$ cat src/rtl/mmio_responder_if.sv
// -----------------------------------------------------------------------------
// mmio_responder_if
// Processor data-memory side of the MMIO responder. The processor (master)
// presents a word address, store data and store enable every cycle; the
// responder (slave) returns registered read data one cycle later together
// with a select that tells the core to use q_mmio instead of q_dmem.
//   address_dmem [11:0]  word address        (master -> slave)
//   data         [31:0]  store data          (master -> slave)
//   wren                 store enable        (master -> slave)
//   q_mmio       [31:0]  registered read data (slave -> master)
//   mmio_sel             q_mmio valid for previous cycle's address
// -----------------------------------------------------------------------------
interface mmio_responder_if;
   logic [11:0] address_dmem;
   logic [31:0] data;
   logic        wren;
   logic [31:0] q_mmio;
   logic        mmio_sel;

   modport slave  (input  address_dmem, data, wren, output q_mmio, mmio_sel);
   modport master (output address_dmem, data, wren, input  q_mmio, mmio_sel);
endinterface

$ cat src/rtl/mmio_responder.sv
// -----------------------------------------------------------------------------
// mmio_responder
// 16-word MMIO window sitting beside a syncram dmem. Provides a byte TX FIFO
// drained by a ready/valid consumer, a sticky overflow flag, and (optionally)
// a free-running 32-bit timer with compare interrupt.
//   Register offsets (address_dmem[3:0]):
//     0x0 TXDATA (W)  0x1 STATUS (R/W1C)  0x2 TIMER  0x3 CMP  0x4 CTRL
//   STATUS = {pending[7], count[6:3], overflow[2], full[1], empty[0]}
// Ports:
//   clock, reset     single clock; asynchronous active-low reset
//   bus (slave)      address_dmem/data/wren in, q_mmio/mmio_sel out
//   tx_valid/tx_data FIFO head; popped when tx_ready is high
//   irq              level interrupt, equals STATUS.pending
// Build option: define MMIO_TIMER_EN to include TIMER/CMP/CTRL and irq.
// Without it those registers read 0, ignore writes, and irq is tied low.
// -----------------------------------------------------------------------------
module mmio_responder #(
   parameter logic [11:0] BASE_ADDR  = 12'hF00,
   parameter int          FIFO_DEPTH = 8
) (
   input  logic                    clock,
   input  logic                    reset,
   mmio_responder_if.slave         bus,
   output logic                    tx_valid,
   output logic [7:0]              tx_data,
   input  logic                    tx_ready,
   output logic                    irq
);
   localparam int         AW      = (FIFO_DEPTH > 1) ? $clog2(FIFO_DEPTH) : 1;
   localparam logic [3:0] DEPTH_C = 4'(FIFO_DEPTH);

   // ---------------- decode ----------------
   logic       sel;
   logic [3:0] off;
   logic       wr_hit;
   assign sel    = (bus.address_dmem[11:4] == BASE_ADDR[11:4]);
   assign off    = bus.address_dmem[3:0];
   assign wr_hit = bus.wren & sel;

   // ---------------- TX FIFO ----------------
   logic [7:0]    mem_q [FIFO_DEPTH];
   logic [AW-1:0] wr_ptr_q, wr_ptr_d, rd_ptr_q, rd_ptr_d;
   logic [3:0]    count_q, count_d;
   logic          overflow_q, overflow_d;
   logic          empty, full, push_req, push, pop;

   assign empty    = (count_q == 4'd0);
   assign full     = (count_q == DEPTH_C);
   assign tx_valid = !empty;
   assign tx_data  = mem_q[rd_ptr_q];
   assign pop      = tx_valid & tx_ready;
   assign push_req = wr_hit & (off == 4'h0);
   // When full, a same-cycle pop frees the slot the write lands in.
   assign push     = push_req & (!full | pop);

   always_comb begin
      wr_ptr_d   = wr_ptr_q;
      rd_ptr_d   = rd_ptr_q;
      count_d    = count_q;
      overflow_d = overflow_q;
      if (push) wr_ptr_d = wr_ptr_q + AW'(1);
      if (pop)  rd_ptr_d = rd_ptr_q + AW'(1);
      case ({push, pop})
         2'b10:   count_d = count_q + 4'd1;
         2'b01:   count_d = count_q - 4'd1;
         default: count_d = count_q;
      endcase
      if (wr_hit && off == 4'h1 && bus.data[2]) overflow_d = 1'b0;
      // set is applied last so it wins over a same-cycle clear
      if (push_req && !push) overflow_d = 1'b1;
   end

   // Storage is not reset: count==0 already hides stale bytes.
   always_ff @(posedge clock) begin
      if (push) mem_q[wr_ptr_q] <= bus.data[7:0];
   end

   always_ff @(posedge clock or negedge reset) begin
      if (!reset) begin
         wr_ptr_q   <= '0;
         rd_ptr_q   <= '0;
         count_q    <= '0;
         overflow_q <= 1'b0;
      end else begin
         wr_ptr_q   <= wr_ptr_d;
         rd_ptr_q   <= rd_ptr_d;
         count_q    <= count_d;
         overflow_q <= overflow_d;
      end
   end

   // ---------------- timer / interrupt ----------------
   logic pending;
`ifdef MMIO_TIMER_EN
   logic [31:0] timer_q, timer_d, cmp_q, cmp_d;
   logic        ctrl_q, ctrl_d, pending_q, pending_d;

   always_comb begin
      timer_d   = timer_q + 32'd1;
      cmp_d     = cmp_q;
      ctrl_d    = ctrl_q;
      pending_d = pending_q;
      if (wr_hit && off == 4'h2) timer_d = bus.data;
      if (wr_hit && off == 4'h3) cmp_d   = bus.data;
      if (wr_hit && off == 4'h4) ctrl_d  = bus.data[0];
      if (wr_hit && off == 4'h1 && bus.data[7]) pending_d = 1'b0;
      if (ctrl_q && timer_q == cmp_q) pending_d = 1'b1;
   end

   always_ff @(posedge clock or negedge reset) begin
      if (!reset) begin
         timer_q   <= '0;
         cmp_q     <= '0;
         ctrl_q    <= 1'b0;
         pending_q <= 1'b0;
      end else begin
         timer_q   <= timer_d;
         cmp_q     <= cmp_d;
         ctrl_q    <= ctrl_d;
         pending_q <= pending_d;
      end
   end
   assign pending = pending_q;
`else
   logic unused_data;
   assign unused_data = ^{bus.data[31:8]};
   assign pending     = 1'b0;
`endif
   assign irq = pending;

   // ---------------- registered read path ----------------
   logic [31:0] rd_val, q_mmio_q;
   logic        mmio_sel_q;

   always_comb begin
      rd_val = '0;
      if (sel) begin
         case (off)
            4'h1:    rd_val = {24'd0, pending, count_q, overflow_q, full, empty};
`ifdef MMIO_TIMER_EN
            4'h2:    rd_val = timer_q;
            4'h3:    rd_val = cmp_q;
            4'h4:    rd_val = {31'd0, ctrl_q};
`endif
            default: rd_val = '0;
         endcase
      end
   end

   always_ff @(posedge clock or negedge reset) begin
      if (!reset) begin
         q_mmio_q   <= '0;
         mmio_sel_q <= 1'b0;
      end else begin
         q_mmio_q   <= rd_val;
         mmio_sel_q <= sel;
      end
   end
   assign bus.q_mmio   = q_mmio_q;
   assign bus.mmio_sel = mmio_sel_q;
endmodule

$ cat src/flat_wrapper.sv
// flat-port wrapper written by rule: the top's interface ports become plain ports
module mmio_responder_flat 
#(
   parameter logic [11:0] BASE_ADDR  = 12'hF00,
   parameter int          FIFO_DEPTH = 8
)
  (clock, reset, tx_valid, tx_data, tx_ready, irq, bus_address_dmem, bus_data, bus_wren, bus_q_mmio, bus_mmio_sel);
  mmio_responder_if bus_i ();
  input  logic clock;
  input  logic reset;
  output logic tx_valid;
  output logic [7:0] tx_data;
  input  logic tx_ready;
  output logic irq;
  input wire logic [$bits(bus_i.address_dmem)-1:0] bus_address_dmem;
  input wire logic [$bits(bus_i.data)-1:0] bus_data;
  input wire logic [$bits(bus_i.wren)-1:0] bus_wren;
  output wire logic [$bits(bus_i.q_mmio)-1:0] bus_q_mmio;
  output wire logic [$bits(bus_i.mmio_sel)-1:0] bus_mmio_sel;
  assign bus_i.address_dmem = bus_address_dmem;
  assign bus_i.data = bus_data;
  assign bus_i.wren = bus_wren;
  assign bus_q_mmio = bus_i.q_mmio;
  assign bus_mmio_sel = bus_i.mmio_sel;
  mmio_responder #(.BASE_ADDR(BASE_ADDR), .FIFO_DEPTH(FIFO_DEPTH)) u_core (.clock(clock), .reset(reset), .bus(bus_i), .tx_valid(tx_valid), .tx_data(tx_data), .tx_ready(tx_ready), .irq(irq));
endmodule
$ cat config.mk
export PLATFORM = sky130hd
export DESIGN_NAME = mmio_responder_flat
export DESIGN_NICKNAME = d
export VERILOG_FILES = /design/src/rtl/mmio_responder_if.sv /design/src/rtl/mmio_responder.sv /design/src/flat_wrapper.sv
export SDC_FILE = /design/constraint.sdc
export NUM_CORES = 1
export LEC_CHECK = 0
export ABC_AREA = 1
export BUFFER_PORTS_ARGS = -buffer_cell sky130_fd_sc_hd__buf_2
export CORE_UTILIZATION = 57
export DETAILED_ROUTE_END_ITERATION = 10
export HOLD_SLACK_MARGIN = 0.12
export PLACE_DENSITY_LB_ADDON = 0.2
export SYNTH_ARGS = -nofsm -noshare
export SYNTH_HDL_FRONTEND = slang
export SYNTH_SLANG_ARGS = --single-unit
$ cat constraint.sdc
create_clock -name clock -period 3.5 [get_ports clock]
set_input_delay 0.7 -clock clock [delete_from_list [all_inputs] [get_ports clock]]
set_output_delay 0.7 -clock clock [all_outputs]
set_load 0.02 [all_outputs]
==> results of run 1 <==
## flip-flops by register name, summed over array words and instances, names as in the netlist
| register | count |
|---|---|
| u_core.wr_ptr_q | 3 |
| u_core.mem_q | 64 |
| u_core.count_q | 4 |
| u_core.bus.q_mmio | 7 |
| u_core.rd_ptr_q | 3 |
| u_core.overflow_q | 1 |
| u_core.bus.mmio_sel | 1 |
## cell usage in the layout (no fill, tap or decap), drive strengths merged, types with 2 or more instances in the layout
cell     n
conb    26
ha       3
nand2   27
nor2    71
a31oi    9
buf     53
clkinv   4
dfrtp   19
or2      3
clkbuf   9
o22ai    9
nand3    8
edfxtp  64
nor3    10
bufinv   2
o21ai   36
xor2     5
inv     21
## worst min-delay path by stage
stage	slack, ns	from	endpoint	cells past startpoint
global route	0.30	reset	u_core.bus.q_mmio[3]	1
finish	0.28	reset	u_core.bus.q_mmio[6]	1
floorplan	0.40	reset	u_core.bus.mmio_sel	0
detailed placement	0.47	u_core.overflow_q	u_core.overflow_q	2
global placement	0.47	u_core.overflow_q	u_core.overflow_q	2
CTS	0.29	reset	u_core.bus.q_mmio[2]	1
## power by group through the flow
stage,registers [mW],logic [mW],clock network (mW)
final,1.13,1.04,0.744
after global routing,1.14,1.18,0.796
after CTS,1.13,1.05,0.749
after detailed placement,1.15,1.04,0
after global placement,1.15,1.01,0
after floorplan,1.15,0.777,0
## cell families (layout without fill, tap and decap cells)
family | after synthesis | in the layout | share of synthesized area (%)
buffers and inverters | 57 | 90 | 8.50
AOI/OAI and AO/OA | 56 | 56 | 8.91
DFF | 83 | 83 | 65.4
other | 1 | 26 | 0.102
and+or+nand+nor | 121 | 121 | 14.9
xor gates and xnor gates | 5 | 5 | 1.19
adders and majority gates | 3 | 3 | 1.02
## per-layer routing
| metal | up-vias | routed length [microns] |
|---|---|---|
| li1 | 1176 | - |
| met1 | 1163 | 3010 |
| met2 | 77 | 3630 |
| met3 | 13 | 382 |
| met4 | 0 | 142 |
| met5 | - | 0 |
## cell type report
cell class | count | area [sq um]
Timing Repair Buffer | 53 | 298
Sequential cell | 83 | 2400
Fill cell | 463 | 1930
Tap cell | 75 | 93.8
Clock inverter | 7 | 90.1
Inverter | 21 | 78.8
Clock buffer | 9 | 124
Multi-Input combinational cell | 211 | 1050
## worst reg2reg max path: cells and delay by family, from the launching register on
| family | cells | cell delay, ns |
|---|---|---|
| flip-flops | 1 | 0.39 |
| AND/OR/NAND/NOR | 5 | 0.90 |
| buffers and inverters | 3 | 0.41 |
==> metrics.txt, run 1 <==
# TYPE chip_impl_metric gauge
chip_impl_metric{name="async_flop_share",unit="%"} 22.9
chip_impl_metric{name="reg2reg_setup_slack",unit="ns"} 1.52
chip_impl_info{name="tritoncts",value="done"} 1
chip_impl_metric{name="viasPerCell",unit=""} 5.29
chip_impl_info{name="synth-main-ff-cell",value="edfxtp_1"} 1
chip_impl_info{name="start_kind",value="flip-flop"} 1
chip_impl_metric{name="via_count",unit=""} 2429
chip_impl_metric{name="maxSlewHeadroom",unit="%"} 60.6
chip_impl_metric{name="power.density",unit="nW/um^2"} 706
chip_impl_metric{name="clock_sink_count",unit=""} 83
chip_impl_metric{name="worst_skew_pair.late_latency",unit="ns"} 0.35
chip_impl_metric{name="cts.htree.levels",unit=""} 3
chip_impl_metric{name="cts_buffers",unit=""} 9
chip_impl_metric{name="post_route_insts_no_fill",unit=""} 459
chip_impl_metric{name="timing.critical_path.fanout_max",unit=""} 17
chip_impl_metric{name="grt.overflow.total",unit=""} 0
chip_impl_info{name="setup_repair_after_global_routing_missed_its_margin",value="false"} 1
chip_impl_metric{name="fin_ws",unit="ns"} 0.802
chip_impl_metric{name="netSwitchingPower",unit="mW"} 1.09
chip_impl_info{name="crit_slowest_cell",value="inv_1"} 1
chip_impl_metric{name="timing.max_cap.violations",unit=""} 0
chip_impl_metric{name="hold_ws",unit="ns"} 0.279
chip_impl_metric{name="power.share.clock",unit="%"} 25.5
chip_impl_metric{name="comb_power_share",unit="%"} 35.7
chip_impl_metric{name="cts-root-to-sink-buffers",unit=""} 2
chip_impl_info{name="endpoint_of_the_most_critical_register_to_register_path",value="u_core.mem_q[4][6]"} 1
chip_impl_info{name="post-synth-top-area-cell",value="edfxtp_1"} 1
chip_impl_metric{name="cp.depth",unit=""} 6
chip_impl_metric{name="syn-cell-area",unit="sq um"} 3670
chip_impl_metric{name="route.detailed.wl_per_inst",unit="microns"} 15.6
chip_impl_metric{name="setup-tns-final",unit="ns"} 0
chip_impl_metric{name="seq_power_share",unit="%"} 38.8
chip_impl_metric{name="p_total",unit="mW"} 2.92
chip_impl_metric{name="core_area",unit="sq um"} 6060
chip_impl_metric{name="utilization",unit="%"} 68.2
chip_impl_metric{name="routed_wirelength",unit="mm"} 7.17
chip_impl_metric{name="final-hold-violation-count",unit=""} 0
chip_impl_metric{name="detailedPlacementHpwl",unit="mm"} 4.68
chip_impl_metric{name="grt_antenna_before_repair",unit=""} 0
chip_impl_metric{name="final-max-slew-violation-count",unit=""} 0
chip_impl_metric{name="placed_cell_area",unit="sq um"} 3920
chip_impl_info{name="yosysMostFrequentCell",value="nor2_1"} 1
chip_impl_metric{name="groute.layer.met2.usage",unit="%"} 40.0
chip_impl_metric{name="final.period_utilization",unit="%"} 77.1
chip_impl_metric{name="synth.avg_cell_area",unit="sq um"} 11.2
chip_impl_metric{name="critPathRequiredTime",unit="ns"} 2.80
chip_impl_metric{name="vias_in_the_first_global_route",unit=""} 2398
chip_impl_metric{name="die-width",unit="microns"} 82.2
chip_impl_metric{name="first_iter_violations",unit=""} 276
chip_impl_metric{name="drt_drc_violations_left",unit=""} 0
chip_impl_metric{name="post_synth_top_area_share",unit="%"} 52.4
chip_impl_info{name="top_usage_layer",value="met2"} 1
chip_impl_metric{name="synth-seq-area-share",unit="%"} 65.4
chip_impl_metric{name="final_nets",unit=""} 430
chip_impl_metric{name="critical-path-max-stage-delay",unit="ns"} 0.43
chip_impl_info{name="timing.rr.start",value="u_core.count_q[0]"} 1
chip_impl_metric{name="synth_edf_count",unit=""} 64
chip_impl_metric{name="area_delta_synth_final",unit="%"} 12.7
chip_impl_metric{name="netlist_instances",unit=""} 326
chip_impl_metric{name="grt_usage",unit="%"} 23.9
chip_impl_metric{name="netlist-cell-type-count",unit=""} 33
chip_impl_metric{name="ctsHoldBuffers",unit=""} 0
chip_impl_info{name="cp-end-kind",value="primary output"} 1
chip_impl_metric{name="dp.cells",unit=""} 443
chip_impl_metric{name="port_buffers",unit=""} 40
chip_impl_metric{name="yosys_warnings",unit=""} 0
chip_impl_metric{name="yosys_register_bits",unit=""} 83
chip_impl_metric{name="met1_usage",unit="%"} 29.2
chip_impl_info{name="setup.worst_path.class",value="flip-flop to primary output"} 1
chip_impl_metric{name="clk_pin_slew",unit="ns"} 0.08
chip_impl_info{name="critical_path.cell_chain",value="inv_1, o21ai_0, o22ai_1, nor2_1, a31oi_1, buf_2"} 1
chip_impl_metric{name="post-route-min-period",unit="ns"} 2.70
chip_impl_metric{name="cellLeakagePower",unit="nW"} 1.68
chip_impl_metric{name="antenna_cells_inserted",unit=""} 0
chip_impl_info{name="worst_setup_path_startpoint",value="u_core.rd_ptr_q[1]"} 1
chip_impl_metric{name="antenna_violating_nets_post_route",unit=""} 0
chip_impl_metric{name="die_area",unit="sq um"} 6760
chip_impl_info{name="netlist_top_cells_count",value="67 x nor2_1, 64 x edfxtp_1, 35 x o21ai_0"} 1
chip_impl_metric{name="power.internal",unit="mW"} 1.83
chip_impl_metric{name="drtPass1Iterations",unit=""} 4
chip_impl_metric{name="power.ir.vdd_worst",unit="V"} 0.000419
chip_impl_metric{name="io_pins",unit=""} 91
chip_impl_metric{name="grtUsageMet3",unit="%"} 4.95
chip_impl_metric{name="grt_max_degree",unit=""} 35
chip_impl_metric{name="final_design_area_no_fill",unit="sq um"} 4130
chip_impl_metric{name="die_height",unit="microns"} 82.2
chip_impl_metric{name="rows",unit=""} 28
chip_impl_info{name="critical_path.top_delay_family",value="buffers and inverters"} 1
chip_impl_metric{name="floorplan.initialDensity",unit="%"} 60.5
chip_impl_metric{name="post_cts_resized",unit=""} 0
chip_impl_metric{name="dpl_ws",unit="ns"} 0.913
chip_impl_metric{name="ff2ff_path_depth",unit=""} 8
chip_impl_info{name="ctsRootBufferMaster",value="clkbuf_8"} 1
chip_impl_info{name="ys_top_cells_by_area",value="edfxtp_1 52%, dfrtp_1 13%, nor2_1 6.9%"} 1
chip_impl_metric{name="worst-path-buf-inv",unit=""} 2
chip_impl_info{name="status",value="completed"} 1
chip_impl_metric{name="critical_path_arrival",unit="ns"} 2.00
chip_impl_metric{name="setup_viol",unit=""} 0
chip_impl_metric{name="post_cts_buffers",unit=""} 0
chip_impl_info{name="min-delay-path-class",value="primary input to asynchronous set/reset pin"} 1
chip_impl_metric{name="post_route_cells_drive_above_1_share",unit="%"} 22.4
chip_impl_metric{name="worstMarginPinSlew",unit="ns"} 0.588
chip_impl_metric{name="gp_routability_congestion",unit=""} 0.771
chip_impl_info{name="worstSetupEndpoint",value="tx_data[6]"} 1
chip_impl_metric{name="fmax",unit="MHz"} 371
chip_impl_metric{name="grt_first_pass_wirelength",unit="mm"} 11.3
chip_impl_metric{name="timing.clock.skew",unit="ns"} 0.00881
chip_impl_metric{name="power_switching_share",unit="%"} 37.3
Note: power is estimated with default switching activity, not from simulation.
==> run 2: changes to the inputs <==
--- a/config.mk
+++ b/config.mk
@@ -7,7 +7,7 @@
 export LEC_CHECK = 0
 export ABC_AREA = 1
 export BUFFER_PORTS_ARGS = -buffer_cell sky130_fd_sc_hd__buf_2
-export CORE_UTILIZATION = 57
+export CORE_UTILIZATION = 48
 export DETAILED_ROUTE_END_ITERATION = 10
 export HOLD_SLACK_MARGIN = 0.12
 export PLACE_DENSITY_LB_ADDON = 0.2
==> constraint.sdc (replaced) <==
create_clock -name clock -period 2.39 [get_ports clock]
set_input_delay 0.478 -clock clock [delete_from_list [all_inputs] [get_ports clock]]
set_output_delay 0.478 -clock clock [all_outputs]
set_load 0.02 [all_outputs]
==> run 2 against run 1 <==
Wire length shrank 3.9%; clock skew about the same; via count down 2.6%; register-to-register slack lost 1.1 ns; sequential cell count is the same; clock power rose by 32%; critical path depth unchanged; hold slack better by 0.11 ns; critical path type unchanged.
==> metrics.txt, run 2 (synthesis gave the netlist of run 1 again) <==
# TYPE chip_impl_metric gauge
chip_impl_info{name="status",value="completed"} 1
chip_impl_info{name="crit_slowest_cell",value="dfrtp_1"} 1
chip_impl_info{name="setup_repair_after_global_routing_missed_its_margin",value="false"} 1
chip_impl_metric{name="fmax",unit="MHz"} 435
chip_impl_info{name="min-delay-path-class",value="primary input to flip-flop"} 1
chip_impl_metric{name="fillerInstances",unit=""} 627
chip_impl_metric{name="min_path_cells",unit=""} 1
chip_impl_metric{name="final-max-slew-violation-count",unit=""} 0
chip_impl_metric{name="clk_pin_slew",unit="ns"} 0.08
chip_impl_metric{name="port_buffers",unit=""} 40
chip_impl_metric{name="antenna_violating_nets_post_route",unit=""} 0
chip_impl_metric{name="route.detailed.wl_per_inst",unit="microns"} 14.1
chip_impl_metric{name="post_route_cells_drive_above_1_share",unit="%"} 23.1
chip_impl_metric{name="final.period_utilization",unit="%"} 96.2
chip_impl_metric{name="grt.overflow.total",unit=""} 0
chip_impl_metric{name="via_count",unit=""} 2367
chip_impl_info{name="whs_endpoint",value="u_core.mem_q[7][1]"} 1
chip_impl_metric{name="reg2reg_setup_slack",unit="ns"} 0.43
chip_impl_metric{name="power.internal",unit="mW"} 2.63
chip_impl_metric{name="power.density",unit="nW/um^2"} 1010
chip_impl_metric{name="timing.max_cap.violations",unit=""} 0
chip_impl_info{name="endpoint_of_the_most_critical_register_to_register_path",value="u_core.mem_q[4][6]"} 1
chip_impl_metric{name="cts.htree.levels",unit=""} 3
chip_impl_metric{name="rows",unit=""} 31
chip_impl_metric{name="gp_routability_congestion",unit=""} 0.789
chip_impl_metric{name="area_delta_synth_final",unit="%"} 14.2
chip_impl_metric{name="detailedPlacementHpwl",unit="mm"} 4.55
chip_impl_metric{name="ff2ff_path_depth",unit=""} 8
chip_impl_info{name="cp-end-kind",value="primary output"} 1
chip_impl_metric{name="p_total",unit="mW"} 4.21
chip_impl_metric{name="setup_viol",unit=""} 0
chip_impl_metric{name="vias_in_the_first_global_route",unit=""} 2209
chip_impl_metric{name="cts_buffers",unit=""} 9
chip_impl_metric{name="drt_drc_violations_left",unit=""} 0
chip_impl_info{name="layout_common_cells",value="67 x nor2_1, 64 x edfxtp_1, 40 x buf_2"} 1
chip_impl_metric{name="core_area",unit="sq um"} 7330
chip_impl_metric{name="timing.clock.skew",unit="ns"} 0.00870
chip_impl_metric{name="post_cts_buffers",unit=""} 0
chip_impl_info{name="top_register",value="u_core.mem_q"} 1
chip_impl_metric{name="antenna_cells_inserted",unit=""} 0
chip_impl_metric{name="routed_wirelength",unit="mm"} 6.88
chip_impl_metric{name="cellLeakagePower",unit="nW"} 1.69
chip_impl_metric{name="floorplan.initialDensity",unit="%"} 50.0
chip_impl_metric{name="drtPass1Iterations",unit=""} 4
chip_impl_info{name="ctsRootBufferMaster",value="clkbuf_8"} 1
chip_impl_metric{name="setup-tns-final",unit="ns"} 0
chip_impl_metric{name="power.share.clock",unit="%"} 23.3
chip_impl_metric{name="grt_antenna_before_repair",unit=""} 0
chip_impl_metric{name="power.ir.vdd_worst",unit="V"} 0.000450
chip_impl_metric{name="netSwitchingPower",unit="mW"} 1.58
chip_impl_metric{name="comb_power_share",unit="%"} 37.5
chip_impl_metric{name="grt_max_degree",unit=""} 25
chip_impl_metric{name="seq_power_share",unit="%"} 39.3
chip_impl_info{name="layout_commonest_cell",value="nor2_1"} 1
chip_impl_metric{name="worst_skew_pair.late_latency",unit="ns"} 0.36
chip_impl_info{name="setup.worst_path.class",value="flip-flop to primary output"} 1
chip_impl_metric{name="die-width",unit="microns"} 89.4
chip_impl_metric{name="clock_sink_count",unit=""} 83
chip_impl_metric{name="utilization",unit="%"} 57.1
chip_impl_metric{name="timing.critical_path.fanout_max",unit=""} 24
chip_impl_metric{name="viasPerCell",unit=""} 4.84
chip_impl_metric{name="ctsHoldBuffers",unit=""} 1
chip_impl_metric{name="final-hold-violation-count",unit=""} 0
chip_impl_metric{name="critical_path_arrival",unit="ns"} 1.82
chip_impl_metric{name="die_height",unit="microns"} 89.4
chip_impl_metric{name="post_cts_resized",unit=""} 0
chip_impl_metric{name="post-route-min-period",unit="ns"} 2.30
chip_impl_info{name="tritoncts",value="done"} 1
chip_impl_metric{name="power_switching_share",unit="%"} 37.5
chip_impl_info{name="hp-start",value="bus_data[1]"} 1
chip_impl_metric{name="io_pins",unit=""} 91
chip_impl_metric{name="grt_first_pass_wirelength",unit="mm"} 10.7
chip_impl_info{name="critical_path.cell_chain",value="buf_4, o21ai_0, o22ai_1, nor2_1, a31oi_1, buf_2"} 1
chip_impl_metric{name="grt_usage",unit="%"} 18.7
chip_impl_metric{name="final_nets",unit=""} 436
chip_impl_metric{name="max_ffs_per_register",unit=""} 64
chip_impl_info{name="start_kind",value="flip-flop"} 1
chip_impl_metric{name="hold_ws",unit="ns"} 0.387
chip_impl_metric{name="critPathRequiredTime",unit="ns"} 1.91
chip_impl_metric{name="cts-root-to-sink-buffers",unit=""} 2
chip_impl_info{name="timing.rr.start",value="u_core.count_q[0]"} 1
chip_impl_metric{name="die_area",unit="sq um"} 7990
chip_impl_metric{name="critical-path-max-stage-delay",unit="ns"} 0.37
chip_impl_metric{name="first_iter_violations",unit=""} 106
## run 2: cell count changes in the layout (fill, tap and decap cells not counted)
cell           before  now
buf_4              13   18
bufinv_16           2    1
clkbuf_1            0    1
clkinv_2            2    1
clkinv_4            0    1
dlygate4sd3_1       0    1
## run 2: worst max-delay path: cells and delay by family, from the launching register on
family	cells	cell delay, ns
buffers and inverters	2	0.50
AOI/OAI and AO/OA	3	0.53
DFF	1	0.37
and+or+nand+nor	1	0.06
## run 2: worst max path at each step
stage	startpoint	endpoint	slack [ns]	cells past startpoint
2_1_floorplan	bus_address_dmem[3]	u_core.mem_q[0][0]	0.03	7
3_3_place_gp	bus_address_dmem[3]	u_core.mem_q[4][5]	0.06	9
3_5_place_dp	bus_address_dmem[3]	u_core.mem_q[4][3]	0.04	9
4_1_cts	u_core.rd_ptr_q[0]	tx_data[2]	0.09	6
5_1_grt	u_core.rd_ptr_q[1]	tx_data[7]	0.01	7
6_report	u_core.rd_ptr_q[0]	tx_data[2]	0.09	6
## run 2: power groups by stage
stage / logic (mW) / clock network, mW / registers [mW]
after floorplan: 1.14 / 0 / 1.69
after global placement: 1.54 / 0 / 1.69
after detailed placement: 1.57 / 0 / 1.69
after CTS: 1.58 / 1.00 / 1.66
after global routing: 1.77 / 1.04 / 1.67
final: 1.58 / 0.980 / 1.65
## run 2: metal layers
metal | wire (microns) | share of wire [%] | vias to the layer above | track usage, %
met4 | 113 | 1.6 | 0 | 9.09
met1 | 3010 | 44 | 1122 | 23.1
met3 | 232 | 3.4 | 11 | 3.05
met2 | 3530 | 51 | 50 | 32.1
li1 | - | - | 1184 | -
met5 | 0 | 0 | - | 0
## run 2: area by class of cell
cell class / instances / area (sq um) / share of cell area, %
flip-flops and latches: 83 / 2400 / 57.2
clock buffers: 10 / 128 / 3.05
clock inverters: 6 / 63.8 / 1.52
well taps: 99 / 124 / 2.96
multi-input cells: 211 / 1050 / 25.1
repair buffers: 59 / 345 / 8.25
inverters: 21 / 78.8 / 1.88
## run 2: stage by stage
stage                     setup WS (ns)  cell area, sq um  cells
after global routing             0.0102              4190    489
after CTS                        0.0911              4190    489
final                            0.0912              4190    489
after floorplan                  0.0293              3760    351
after detailed placement         0.0408              3990    472
after global placement           0.0565              3990    472
